### config.mk
export PLATFORM = sky130hd
export DESIGN_NAME = uart_rx_fifo
export DESIGN_NICKNAME = d
export VERILOG_FILES = /design/src/rtl/uart_pkg.sv /design/src/rtl/sync_fifo.sv /design/src/rtl/uart_rx_fifo.sv
export SDC_FILE = /design/constraint.sdc
export NUM_CORES = 1
export LEC_CHECK = 0
export CELL_PAD_IN_SITES_DETAIL_PLACEMENT = 0
export CELL_PAD_IN_SITES_GLOBAL_PLACEMENT = 1
export CORE_MARGIN = 2
export CORE_UTILIZATION = 25
export DETAILED_ROUTE_END_ITERATION = 8
export PLACE_DENSITY = 0.56
export SLEW_MARGIN = 5
export SYNTH_ARGS = -nofsm -noshare
export SYNTH_HDL_FRONTEND = slang
export SYNTH_HIERARCHICAL = 1
export SYNTH_SLANG_ARGS = --single-unit
### constraint.sdc
create_clock -name clk -period 3.8 [get_ports clk]
set_input_delay 0.76 -clock clk [delete_from_list [all_inputs] [get_ports clk]]
set_output_delay 0.76 -clock clk [all_outputs]
set_load 0.01 [all_outputs]
### src/rtl/uart_pkg.sv
// uart_pkg: shared UART receiver states, entry layout and constants
package uart_pkg;
  localparam int PAR_NONE = 0;
  localparam int PAR_ODD = 1;
  localparam int PAR_EVEN = 2;
  localparam int MIN_DIV = 4;
  localparam int MAX_DATA_BITS = 9;
  typedef enum logic [2:0] {
    ST_IDLE,
    ST_START,
    ST_DATA,
    ST_PARITY,
    ST_STOP,
    ST_BREAK_WAIT
  } rx_state_t;
  typedef struct packed {
    logic brk;
    logic ferr;
    logic perr;
    logic [MAX_DATA_BITS-1:0] data;
  } rx_entry_t;
endpackage

### src/rtl/sync_fifo.sv
// sync_fifo: single-clock FIFO that accepts a push into a full FIFO when a pop happens in the same cycle
module sync_fifo #(
  parameter int WIDTH = 8,
  parameter int DEPTH = 4
) (
  input  logic             clk,
  input  logic             rst,
  input  logic             i_push,
  input  logic             i_pop,
  input  logic [WIDTH-1:0] i_din,
  output logic [WIDTH-1:0] o_dout,
  output logic             o_full,
  output logic             o_empty
);
  localparam int AW = $clog2(DEPTH);
  localparam logic [AW:0] PTR_ONE = 1;
  logic [WIDTH-1:0] r_mem [DEPTH];
  logic [AW:0] r_wr, r_rd;
  logic w_do_push, w_do_pop;
  assign o_empty = r_wr == r_rd;
  assign o_full = (r_wr[AW] != r_rd[AW]) && (r_wr[AW-1:0] == r_rd[AW-1:0]);
  assign w_do_pop = i_pop & ~o_empty;
  assign w_do_push = i_push & (~o_full | w_do_pop);
  assign o_dout = r_mem[r_rd[AW-1:0]];
  always_ff @(posedge clk or posedge rst)
    if (rst) begin
      r_wr <= '0;
      r_rd <= '0;
    end else begin
      if (w_do_push) r_wr <= r_wr + PTR_ONE;
      if (w_do_pop) r_rd <= r_rd + PTR_ONE;
    end
  always_ff @(posedge clk)
    if (w_do_push) r_mem[r_wr[AW-1:0]] <= i_din;
endmodule

### src/rtl/uart_rx_fifo.sv
// uart_rx_fifo: UART receiver with runtime divisor, majority vote, parity/frame/break flags and receive FIFO
module uart_rx_fifo
  import uart_pkg::*;
#(
  parameter int DATA_BITS = 8,
  parameter int PARITY = 0,
  parameter int DIV_W = 16,
  parameter int FIFO_DEPTH = 4,
  parameter int SYNC_STAGES = 2
) (
  input  logic                 clk,
  input  logic                 rst,
  input  logic [DIV_W-1:0]     div,
  input  logic                 rx,
  output logic                 data_valid,
  input  logic                 data_ready,
  output logic [DATA_BITS-1:0] data,
  output logic                 parity_err,
  output logic                 frame_err,
  output logic                 brk,
  output logic                 overrun,
  output logic                 busy
);
  localparam logic [DIV_W-1:0] MIN_D = DIV_W'(MIN_DIV);
  localparam logic [DIV_W-1:0] CNT_ONE = DIV_W'(1);
  rx_state_t r_state, w_state_n;
  logic [SYNC_STAGES-1:0] r_sync;
  logic [SYNC_STAGES:0] r_prime;
  logic r_h1, r_h2;
  logic [DIV_W-1:0] r_div, r_cnt, w_d;
  logic [3:0] r_bit;
  logic [DATA_BITS-1:0] r_shift;
  logic r_perr, r_pbit, r_overrun;
  logic w_rxs, w_vote, w_start, w_sample, w_last, w_push, w_pop, w_full, w_empty, w_ferr;
  rx_entry_t w_entry, w_head;
  logic w_unused_head;
  assign w_rxs = r_sync[SYNC_STAGES-1];
  assign w_vote = (w_rxs & r_h1) | (w_rxs & r_h2) | (r_h1 & r_h2);
  assign w_start = r_prime[SYNC_STAGES] & r_h1 & ~w_rxs;
  assign w_d = (div < MIN_D) ? MIN_D : div;
  assign w_sample = (r_state inside {ST_START, ST_DATA, ST_PARITY, ST_STOP}) && r_cnt == '0;
  assign w_last = r_bit == 4'(DATA_BITS-1);
  assign w_ferr = ~w_vote;
  always_ff @(posedge clk or posedge rst)
    if (rst) begin
      r_sync <= '1;
      r_prime <= '0;
      r_h1 <= 1'b1;
      r_h2 <= 1'b1;
    end else begin
      r_sync <= {r_sync[SYNC_STAGES-2:0], rx};
      r_prime <= {r_prime[SYNC_STAGES-1:0], 1'b1};
      r_h1 <= w_rxs;
      r_h2 <= r_h1;
    end
  always_comb begin
    w_state_n = r_state;
    w_push = 1'b0;
    case (r_state)
      ST_IDLE: w_state_n = w_start ? ST_START : ST_IDLE;
      ST_START: if (w_sample) w_state_n = w_vote ? ST_IDLE : ST_DATA;
      ST_DATA: if (w_sample && w_last) w_state_n = (PARITY != PAR_NONE) ? ST_PARITY : ST_STOP;
      ST_PARITY: if (w_sample) w_state_n = ST_STOP;
      ST_STOP:
        if (w_sample) begin
          w_push = 1'b1;
          w_state_n = w_ferr ? ST_BREAK_WAIT : ST_IDLE;
        end
      ST_BREAK_WAIT: w_state_n = w_rxs ? ST_IDLE : ST_BREAK_WAIT;
      default: w_state_n = ST_IDLE;
    endcase
  end
  always_ff @(posedge clk or posedge rst)
    if (rst) begin
      r_state <= ST_IDLE;
      r_div <= MIN_D;
      r_cnt <= '0;
      r_bit <= '0;
      r_shift <= '0;
      r_perr <= 1'b0;
      r_pbit <= 1'b0;
      r_overrun <= 1'b0;
    end else begin
      r_state <= w_state_n;
      r_overrun <= w_push & w_full & ~w_pop;
      if (r_state == ST_IDLE && w_start) begin
        r_div <= w_d;
        r_cnt <= (w_d >> 1) - CNT_ONE;
      end else if (w_sample && r_state != ST_STOP) r_cnt <= r_div - CNT_ONE;
      else if (r_cnt != '0) r_cnt <= r_cnt - CNT_ONE;
      if (r_state == ST_START && w_sample) begin
        r_bit <= '0;
        r_perr <= 1'b0;
        r_pbit <= 1'b0;
      end
      if (r_state == ST_DATA && w_sample) begin
        r_shift <= {w_vote, r_shift[DATA_BITS-1:1]};
        r_bit <= r_bit + 4'd1;
      end
      if (r_state == ST_PARITY && w_sample) begin
        r_pbit <= w_vote;
        r_perr <= (^r_shift ^ w_vote) != (PARITY == PAR_ODD);
      end
    end
  always_comb begin
    w_entry.data = MAX_DATA_BITS'(r_shift);
    w_entry.perr = r_perr;
    w_entry.ferr = w_ferr;
    w_entry.brk = w_ferr && r_shift == '0 && !r_pbit;
  end
  sync_fifo #(
    .WIDTH($bits(rx_entry_t)),
    .DEPTH(FIFO_DEPTH)
  ) u_fifo (
    .clk(clk),
    .rst(rst),
    .i_push(w_push),
    .i_pop(w_pop),
    .i_din(w_entry),
    .o_dout(w_head),
    .o_full(w_full),
    .o_empty(w_empty)
  );
  assign w_unused_head = ^w_head;
  assign data_valid = ~w_empty;
  assign w_pop = data_valid & data_ready;
  assign data = data_valid ? w_head.data[DATA_BITS-1:0] : '0;
  assign parity_err = data_valid & w_head.perr;
  assign frame_err = data_valid & w_head.ferr;
  assign brk = data_valid & w_head.brk;
  assign overrun = r_overrun;
  assign busy = r_state != ST_IDLE;
endmodule

After elaboration in Yosys (flattened, before gate mapping)
Memories as Yosys holds them, arrays and structs flattened.
Index checks and enable logic that the tools add are counted.
{"block": "word_totals", "regBits": 63, "ramBits": 44, "inputBits": 20, "output_inout_bits": 14, "memories": 1}
{"block": "classes", "addsub": 6, "n_lt_le_gt_ge": 1, "n_eq_ne": 14, "mux": 23, "bitwise_logic": 22, "n_reduce_logical": 22}
{"name": "u_fifo.r_mem", "words": 4, "word_bits": 11, "read_ports": 1, "rd_ports_with_merged_regs": 0, "write_ports": 1, "line_no": "sync_fifo.sv:17", "text": "logic [WIDTH-1:0] r_mem [DEPTH];"}
{"operator": "16-bit 2-to-1 mux", "n": 4}
{"operator": "16-bit by 1-bit subtractor with 16-bit output (second input constant)", "n": 2}
{"operator": "3-bit 2-to-1 mux", "n": 6}
{"operator": "3-bit one-hot mux with 6 select lines", "n": 1}
{"operator": "16-bit logical NOT", "n": 1}
{"operator": "16-bit by 3-bit less-than comparator with 1-bit output (second input constant)", "n": 1}
{"operator": "16-bit nonzero test", "n": 1}
{"operator": "15-bit by 1-bit subtractor with 16-bit output (second input constant)", "n": 1}
{"operator": "1-bit bitwise AND", "n": 13}
{"operator": "1-bit logical AND", "n": 10}
{"operator": "8-bit logical NOT", "n": 1}
{"operator": "1-bit 2-to-1 mux", "n": 8}
{"operator": "4-bit 2-to-1 mux", "n": 2}
{"operator": "8-bit 2-to-1 mux", "n": 1}
{"operator": "8-bit parity", "n": 1}
{"operator": "3-bit by 1-bit adder with 3-bit output (second input constant)", "n": 2}
{"operator": "3-bit by 2-bit == test with 1-bit output (second input constant)", "n": 2}
{"operator": "3-bit == test (second input constant)", "n": 2}
{"operator": "2-bit inequality test (second input constant)", "n": 3}
{"operator": "3-bit nonzero test", "n": 2}
{"operator": "1-bit NOT", "n": 5}
{"operator": "4-bit by 1-bit adder with 4-bit output (second input constant)", "n": 1}
{"operator": "4-bit by 3-bit == test with 1-bit output (second input constant)", "n": 1}
{"operator": "4-bit AND reduction", "n": 1}
{"operator": "other kinds (13)", "n": 16}

Logic depth before layout (Yosys ltp)
Gate-level depths: netlist of the first run.
{"block": "logic_depth", "depth_word": 8, "depth_mapped": 12, "depth_no_buf": 9}

Modules after synthesis
Netlist of the first run, hierarchy kept.
{"mod": "uart_rx_fifo", "n_inst": 1, "cells_each": 345, "area_each_um2": 3089.2}
{"mod": "sync_fifo", "n_inst": 1, "cells_each": 99, "area_each_um2": 2150.8}

Least setup slack after synthesis of the first run
OpenSTA, ideal clock, no wires.
{"block": "synth_path", "path_kind": "flip-flop to flip-flop", "start": "reg r_h1", "end": "reg r_cnt[10]", "setup_time_ns": 0.076, "arrival_ns": 3.085, "required_time_ns": 3.724, "setup_slack_ns": 0.638, "path_stages_with_launch": 12, "n_path_buf": 2, "path_cell_list": "dfstp_2 -> nand4bb_4 -> or3_1 -> buf_6 -> and2_1 -> a221oi_2 -> ha_1 -> nand3_1 -> or4_1 -> buf_2 -> or4b_1 -> o21ai_1"}
{"block": "synth_between", "elab_chain_len": 4, "elab_cells_between_ends": 5, "classes_between": "mux (1); bitwise (2); reduce/logical (2)"}
{"element": "from (decl)", "line_no": "uart_rx_fifo.sv:29", "text": "logic r_h1, r_h2;"}
{"element": "from (signal assigned)", "line_no": "uart_rx_fifo.sv:53", "text": "r_h1 <= w_rxs;"}
{"element": "1-bit bitwise AND (*) (2 in a row)", "line_no": "uart_rx_fifo.sv:39", "text": "assign w_start = r_prime[SYNC_STAGES] & r_h1 & ~w_rxs;"}
{"element": "1-bit logical AND (*)", "line_no": "uart_rx_fifo.sv:86", "text": "if (r_state == ST_IDLE && w_start) begin"}
{"element": "3-bit nonzero test (no line) or 16-bit 2-to-1 mux (tied branches)"}
{"element": "to (signal assigned)", "line_no": "uart_rx_fifo.sv:88", "text": "r_cnt <= (w_d >> 1) - CNT_ONE;"}
{"element": "to (signal assigned)", "line_no": "uart_rx_fifo.sv:89", "text": "end else if (w_sample && r_state != ST_STOP) r_cnt <= r_div - CNT_ONE;"}
{"element": "to (signal assigned)", "line_no": "uart_rx_fifo.sv:90", "text": "else if (r_cnt != '0) r_cnt <= r_cnt - CNT_ONE;"}
{"element": "to (decl)", "line_no": "uart_rx_fifo.sv:30", "text": "logic [DIV_W-1:0] r_div, r_cnt, w_d;"}
Mark *: on every way between the ends. The rest lies on a longest branch, timed or not.
A chain may end at the register's enable or synchronous reset.

Worst setup path in the final report of the first run
{"block": "layout_path", "start": "in div[11]", "end": "reg r_cnt[10]"}
{"block": "layout_between", "elab_chain_len": 4}
{"element": "from (decl)", "line_no": "uart_rx_fifo.sv:13", "text": "input logic [DIV_W-1:0] div,"}
{"element": "16-bit by 3-bit less-than comparator with 1-bit output", "line_no": "uart_rx_fifo.sv:40", "text": "assign w_d = (div < MIN_D) ? MIN_D : div;"}
{"element": "16-bit 2-to-1 mux (*)", "line_no": "uart_rx_fifo.sv:40"}
{"element": "15-bit by 1-bit subtractor with 16-bit output (*)", "line_no": "uart_rx_fifo.sv:88"}
{"element": "16-bit 2-to-1 mux (*)", "line_no": "uart_rx_fifo.sv:86"}
Marks and branches as above.

==> results of run 1 <==
-- layer usage --
layer / vias up / track usage
met5: - / 0
met1: 1670 / 0.143
met4: 0 / 0.0340
li1: 1674 / -
met2: 64 / 0.186
met3: 13 / 0.0283
-- power by group --
part	internal (mW)	switching, mW
combinational	0.280	0.367
clock	0.520	0.439
sequential	1.38	0.121
-- layout make-up --
| cell class | count | area (um^2) |
|---|---|---|
| clock buffer | 10 | 229 |
| clock inverter | 6 | 76.3 |
| fill | 2028 | 14000 |
| inverter | 20 | 75.1 |
| multi-input combinational | 291 | 2010 |
| sequential | 107 | 2900 |
| tap | 270 | 338 |
| timing repair buffer | 53 | 480 |
-- sequential cells by signal, indices dropped and copies added, names as in the netlist, 2 cells and up --
signal / flops
r_bit: 4
r_cnt: 16
r_div: 16
r_prime: 3
r_shift: 8
r_state: 3
r_sync: 2
u_fifo/r_mem: 44
u_fifo/r_rd: 3
u_fifo/r_wr: 3
-- placed cells by master (no fill, tap or decap), drive strengths merged, types with 13 or more instances in the layout --
master / instances
nand2: 69
dfrtp: 58
edfxtp: 44
clkdlybuf4s50: 33
o21ai: 29
a21oi: 21
inv: 21
buf: 20
nor2: 19
nor3: 15
nor2b: 13
-- per-stage QoR --
step | setup TNS [ps] | cells | total power, mW | util
finish | 0 | 757 | 3.11 | 0.304
global route | 0 | 757 | 3.30 | 0.304
CTS | 0 | 757 | 3.16 | 0.304
detailed placement | -174 | 741 | 2.18 | 0.289
global placement | 0 | 741 | 2.17 | 0.289
floorplan | 0 | 438 | 1.95 | -
-- critical path, stage by stage --
cell             delay (ps)
clkdlybuf4s50_1         420
nor4_1                  440
and4_1                  320
nor3b_1                  90
a221oi_2                230
ha_1                    220
nand3_1                 100
or4_1                   570
or4b_1                  540
o21ai_1                  80
-- how the worst min path moves through the flow --
| stage | from | end | slack (ps) | depth (start not counted) |
|---|---|---|---|---|
| 2_1_floorplan | r_prime[0] | r_prime[1] | 330 | 0 |
| 3_3_place_gp | r_prime[0] | r_prime[1] | 340 | 0 |
| 3_5_place_dp | r_prime[0] | r_prime[1] | 340 | 0 |
| 4_1_cts | r_prime[0] | r_prime[1] | 360 | 0 |
| 5_1_grt | r_sync[0] | r_sync[1] | 360 | 0 |
| 6_report | r_prime[0] | r_prime[1] | 350 | 0 |
==> impl_metrics.json, run 1 <==
{
  "wl_met1_um": 5290,
  "worst_pin_slew_ps": 1090,
  "grt_pass1_wl_um": 18700,
  "antenna_found_initial": 0,
  "period_share": 0.918,
  "post_cts_resized": 0,
  "yosys_warnings": 6,
  "area_growth_pct": 20.0,
  "slew_violations": 0,
  "r2r_end": "r_cnt[10]",
  "fin_crit_ps": 3490,
  "drtAntennaViolNets": 0,
  "syn_area_um2": 5090,
  "cts_tree": "yes",
  "hold_buffers": 0,
  "post_synth.cell_area_avg_um2": 11.6,
  "hold_viol": 0,
  "htree_levels": 3,
  "skew_ps": 9.48,
  "cts-root-buf": "clkbuf_16",
  "grt_pass1_vias": 3505,
  "r2r_cells": 9,
  "syn-num-nets": 469,
  "drt_pass1_iterations": 4,
  "place_ws_ps": -91.4,
  "port_buffers": 33,
  "grt.total_usage": 0.112,
  "clk-insertion-delay-late_ps": 360,
  "core_um2": 20100,
  "critPathKind": "in2reg",
  "dieArea_um2": 21500,
  "post_cts_buffers": 0,
  "power_density_nw_per_um2": 509,
  "initial_core_util": 0.253,
  "r2r_slack_ps": 480,
  "gp_congestion": 0.800,
  "rsz0062_at_grt": "no",
  "clockBufferDepth": 2,
  "drive_gt1_frac": 0.138,
  "cp.required_ps": 4080,
  "place_area_um2": 5810,
  "topRoutingLayerUsed": "met4",
  "startpoint_type": "input port",
  "drcViolationCount": 0,
  "chipHeight_um": 147,
  "critPathLaunch": "div[11]",
  "grt_overflow": 0,
  "cap_violations": 0,
  "hold_ws_ps": 352,
  "ioPinCount": 34,
  "critPathArrivalTime_ps": 3770,
  "cp_max_fo": 9,
  "wire_per_inst_um": 14.9,
  "wl_met3_um": 424,
  "die_width_um": 147,
  "peakVddDrop_mv": 0.229,
  "drtIter0Drc": 209,
  "cp-endpoint": "r_cnt[10]",
  "syn_inst": 438,
  "slew_headroom": 0.273,
  "drt-total-wl_um": 11300,
  "rows": 52,
  "antenna_cells": 0,
  "numCtsBuffers": 9,
  "clkSinkCount": 107,
  "setup_viol": 0,
  "num-nets-final": 513,
  "r2r_start": "r_h1",
  "setup_slack_ps": 311,
  "hp-class": "reg2reg",
  "vias_per_cell": 4.52,
  "endpoint_kind": "flip-flop",
  "outcome": "finished, final reports clean",
  "grt_max_degree": 50,
  "design_area_um2": 6110,
  "dp_hpwl_um": 8180,
  "p_leak_nw": 2.33,
  "cts.clk_slew.worst_paths_ps": 70,
  "route.met2.wl_um": 5470,
  "max_clock_freq_mhz": 287,
  "route.vias.total": 3421
}
Note: power is estimated with default switching activity, not from simulation.
==> inputs of run 2 (changes only) <==
--- a/config.mk
+++ b/config.mk
@@ -7,6 +7,7 @@
 export LEC_CHECK = 0
 export CELL_PAD_IN_SITES_DETAIL_PLACEMENT = 0
 export CELL_PAD_IN_SITES_GLOBAL_PLACEMENT = 1
+export CORE_ASPECT_RATIO = 2
 export CORE_MARGIN = 2
 export CORE_UTILIZATION = 25
 export DETAILED_ROUTE_END_ITERATION = 8
==> run 2 against run 1 <==
Via count rose by 2.6%; clock-buffer cell count fell by 1; sequential share of layout area barely moved; total power rose by 1.5%; combinational power rose by 5.9%; clock skew fell by 1.2 ps; fmax rose by 0.79%; worst setup slack improved by 27 ps; sequential power barely moved; hold slack got worse by 0.68 ps; non-clock buffer count rose by 1.
==> impl_metrics.json, run 2 (same netlist as run 1, synthesis figures left out) <==
{
  "skew_ps": 8.31,
  "fin_crit_ps": 3460,
  "grt.total_usage": 0.117,
  "clkSinkCount": 107,
  "slowest_delay_ps": 470,
  "placedCellCount": 734,
  "drt-total-wl_um": 12200,
  "worst_pin_slew_ps": 842,
  "setup_viol": 0,
  "cts-root-buf": "clkbuf_16",
  "num-nets-final": 514,
  "p_leak_nw": 2.34,
  "startpoint_type": "input port",
  "ioPinCount": 34,
  "power_density_nw_per_um2": 516,
  "layout_commonest_cell": "nand2_1",
  "cts.clk_slew.worst_paths_ps": 80,
  "final_cells": 750,
  "grt_pass1_vias": 3652,
  "drtIter0Drc": 143,
  "outcome": "finished, final reports clean",
  "multi_input_area_um2": 2010,
  "clockBufferDepth": 2,
  "cap_violations": 0,
  "tns_ps": 0,
  "finalPower_mw": 3.16,
  "drive_gt1_frac": 0.143,
  "antenna_found_initial": 0,
  "critPathKind": "in2reg",
  "antenna_cells": 0,
  "htree_levels": 3,
  "critPathArrivalTime_ps": 3750,
  "cp.required_ps": 4090,
  "endpoint_kind": "flip-flop",
  "wire_per_inst_um": 16.3,
  "drtAntennaViolNets": 0,
  "vias_per_cell": 4.68,
  "grt_overflow": 0,
  "final_cell_mix": "nand2_1, dfrtp_1, edfxtp_1",
  "drt_pass1_iterations": 4,
  "final_util": 0.307,
  "path_common_cell": "or4_1",
  "port_buffers": 33,
  "clk-insertion-delay-late_ps": 350,
  "hold_buffers": 0,
  "post_cts_resized": 0,
  "seqCellArea_um2": 2900,
  "cts_tree": "yes",
  "gp_congestion": 0.785,
  "post_cts_buffers": 0,
  "area_growth_pct": 20.1,
  "numCtsBuffers": 9,
  "max_clock_freq_mhz": 289,
  "peakVddDrop_mv": 0.218,
  "cp_max_fo": 7,
  "slew_headroom": 0.436,
  "cpLargestDelayFamily": "simple AND/OR/NAND/NOR gates",
  "dp_hpwl_um": 9210,
  "core_um2": 19900,
  "grt_max_degree": 58,
  "hp-class": "reg2reg",
  "crit_slowest_cell": "clkdlybuf4s50_1",
  "cp_cell_sequence": "clkdlybuf4s50_1 > nor4_1 > and4_1 > nor3b_1 > a221oi_2 > ha_1 > nand3_1 > or4_1 > buf_4 > or4_1 > nand2_1",
  "drcViolationCount": 0,
  "chipHeight_um": 206,
  "slew_violations": 0,
  "grt_pass1_wl_um": 19400,
  "hold_viol": 0,
  "die_width_um": 105,
  "critical_path_buf_inv_count": 2,
  "largest_register_ffs": 44,
  "route.vias.total": 3510,
  "rows": 73,
  "rsz0062_at_grt": "no",
  "dieArea_um2": 21600,
  "period_share": 0.911,
  "initial_core_util": 0.256,
  "fillerInstances": 2143
}
[run 2: area by class of cell]
| class | count | area share |
|---|---|---|
| Clock buffer | 9 | 0.0368 |
| Multi-Input combinational cell | 291 | 0.329 |
| Sequential cell | 107 | 0.475 |
| Inverter | 20 | 0.0123 |
| Clock inverter | 7 | 0.0137 |
| Tap cell | 262 | 0.0536 |
| Timing Repair Buffer | 54 | 0.0798 |
[run 2: power breakdown]
part	total (mW)	switching [mW]	leakage, nW	internal, mW
Clock	0.960	0.481	0.152	0.479
Combinational	0.686	0.400	0.973	0.286
Sequential	1.51	0.128	1.22	1.38
[run 2: final timing paths]
kind,from,end,slack [ps],cells after the start
max,div[9],r_cnt[12],340,11
min,r_prime[1],r_prime[2],350,0
max reg2reg,r_h1,r_cnt[12],640,10
min reg2reg,r_prime[1],r_prime[2],350,0
max in group asynchronous,rst,r_prime[0],2280,3
min in group asynchronous,rst,u_fifo/r_wr[2],690,2
[run 2: worst reg2reg max path, cell delays in order (launching register included)]
cell and delay, ps:
dfstp_2 570, nand4bb_4 140, or3_1 390, buf_4 220, a221oi_2 320, ha_1 210
nand3_1 100, or4_1 470, buf_4 190, or4_1 410, nand2_1 90
[run 2: per-layer routing]
metal | up-vias | wire length, um | GRT usage
met4 | 0 | 224 | 0.0552
met2 | 67 | 7300 | 0.240
li1 | 1681 | - | -
met3 | 14 | 280 | 0.0126
met5 | - | 0 | 0
met1 | 1748 | 4400 | 0.114
[run 2: metrics by stage]
step | instance area [um^2] | setup WS (ps) | hold slack, ps
finish | 6120 | 338 | 352
global route | 6120 | 139 | 363
CTS | 6120 | 371 | 354
detailed placement | 5810 | 15.0 | 336
global placement | 5810 | 60.9 | 336
floorplan | 5090 | 638 | 331
==> inputs of run 3 (changes only) <==
--- a/config.mk
+++ b/config.mk
@@ -5,13 +5,14 @@
 export SDC_FILE = /design/constraint.sdc
 export NUM_CORES = 1
 export LEC_CHECK = 0
+export CAP_MARGIN = 30
 export CELL_PAD_IN_SITES_DETAIL_PLACEMENT = 0
 export CELL_PAD_IN_SITES_GLOBAL_PLACEMENT = 1
 export CORE_ASPECT_RATIO = 2
 export CORE_MARGIN = 2
-export CORE_UTILIZATION = 25
+export CORE_UTILIZATION = 45
 export DETAILED_ROUTE_END_ITERATION = 8
-export PLACE_DENSITY = 0.56
+export PLACE_DENSITY = 0.84
 export SLEW_MARGIN = 5
 export SYNTH_ARGS = -nofsm -noshare
 export SYNTH_HDL_FRONTEND = slang
==> run 3 against run 2 <==
Clock power decreased by 10%; final cell count decreased by 15%; register-to-register slack got worse by 130 ps; via count decreased by 3.1%; highest routed layer unchanged; largest power group unchanged; utilization increased by 23 points.
==> impl_metrics.json, run 3 (same netlist as run 1, synthesis figures left out) <==
{
  "numCtsBuffers": 9,
  "final_util": 0.535,
  "wire_per_inst_um": 15.7,
  "clk-insertion-delay-late_ps": 350,
  "area_growth_pct": 17.1,
  "grt.total_usage": 0.172,
  "drtAntennaViolNets": 0,
  "rsz0062_at_grt": "no",
  "peakVddDrop_mv": 0.284,
  "slew_headroom": 0.440,
  "cts-root-buf": "clkbuf_16",
  "critPathArrivalTime_ps": 3770,
  "route.vias.total": 3400,
  "vias_per_cell": 5.36,
  "power_density_nw_per_um2": 505,
  "dp_hpwl_um": 7080,
  "crit_slowest_cell": "or4_1",
  "cpLargestDelayFamily": "simple AND/OR/NAND/NOR gates",
  "post_cts_resized": 0,
  "finalPower_mw": 3.01,
  "clkSinkCount": 107,
  "num-nets-final": 518,
  "cap_violations": 0,
  "dieArea_um2": 12200,
  "drive_gt1_frac": 0.150,
  "initial_core_util": 0.457,
  "drt_pass1_iterations": 4,
  "skew_ps": 9.15,
  "drcViolationCount": 0,
  "period_share": 0.919,
  "hold_ws_ps": 350,
  "core_um2": 11100,
  "hold_viol": 0,
  "cp_num_cells": 12,
  "cts.clk_slew.worst_paths_ps": 70,
  "fin_crit_ps": 3490,
  "ioPinCount": 34,
  "grt_overflow": 0,
  "grt_pass1_vias": 3233,
  "chipHeight_um": 154,
  "critical_path_buf_inv_count": 3,
  "setup_viol": 0,
  "drt-total-wl_um": 9940,
  "r2r_slack_ps": 510,
  "cp_cell_sequence": "clkdlybuf4s50_1 > nor4_1 > buf_4 > and4_1 > buf_4 > nand2b_1 > o32ai_1 > ha_1 > nand3_1 > or4_1 > or4b_1 > o21ai_1",
  "cp.required_ps": 4070,
  "r2r_cells": 9,
  "layout_commonest_cell": "nand2_1",
  "final_cell_mix": "nand2_1, dfrtp_1, edfxtp_1",
  "grt_max_degree": 26,
  "grt_pass1_wl_um": 16300,
  "path_common_cell": "buf_4",
  "startpoint_type": "input port",
  "r2r_end": "r_cnt[10]",
  "worst_pin_slew_ps": 837,
  "slowest_delay_ps": 550,
  "gp_congestion": 0.838,
  "slew_violations": 0,
  "antenna_found_initial": 0,
  "cp-endpoint": "r_cnt[10]",
  "htree_levels": 3,
  "cts_tree": "yes",
  "die_width_um": 79.2,
  "rows": 55,
  "post_cts_buffers": 0,
  "cp_max_fo": 8,
  "port_buffers": 33,
  "hp-class": "reg2reg",
  "p_leak_nw": 2.34,
  "outcome": "finished, final reports clean",
  "drtIter0Drc": 164,
  "critPathLaunch": "div[10]",
  "critPathKind": "in2reg",
  "antenna_cells": 0,
  "max_clock_freq_mhz": 286,
  "clockBufferDepth": 2,
  "endpoint_kind": "flip-flop",
  "r2r_start": "r_h1",
  "largest_register_ffs": 44,
  "hold_buffers": 0
}
==> run 3: layout make-up <==
| type | count | area, um^2 |
|---|---|---|
| well taps | 142 | 178 |
| repair buffers | 58 | 518 |
| clock inverters | 7 | 52.6 |
| fillers | 999 | 5180 |
| multi-input cells | 291 | 2010 |
| clock buffers | 9 | 225 |
| flip-flops and latches | 107 | 2900 |
| inverters | 20 | 75.1 |
==> run 3: power by group <==
group	leakage [nW]	total [mW]	internal, mW	switching, mW
clock	0.132	0.860	0.447	0.413
combinational	0.991	0.654	0.292	0.362
sequential	1.22	1.50	1.38	0.116
total	2.34	3.01	2.12	0.891
==> run 3: metrics by stage <==
stage / setup WS [ps] / std cells / setup TNS [ps] / cell area, um^2
after global placement: 90.8 / 618 / 0 / 5690
after global routing: 171 / 634 / 0 / 5960
final: 306 / 634 / 0 / 5960
after floorplan: 638 / 438 / 0 / 5090
after detailed placement: -12.8 / 618 / -19.8 / 5690
after CTS: 337 / 634 / 0 / 5960
==> run 3: routing by layer <==
layer	GRT usage	up-vias	part of all wire
met2	0.275	57	0.50
met3	0.0298	9	0.034
met4	0.0591	0	0.015
met1	0.238	1656	0.45
li1	-	1678	-
met5	0	-	0
==> run 3: how the worst min path moves through the flow <==
| stage | from | to | slack [ps] | cells past startpoint |
|---|---|---|---|---|
| after floorplan | r_prime[0] | r_prime[1] | 330 | 0 |
| after global placement | r_prime[1] | r_prime[2] | 330 | 0 |
| after detailed placement | r_prime[1] | r_prime[2] | 330 | 0 |
| after CTS | r_prime[1] | r_prime[2] | 350 | 0 |
| after global routing | r_prime[1] | r_prime[2] | 350 | 0 |
| final | r_prime[1] | r_prime[2] | 350 | 0 |
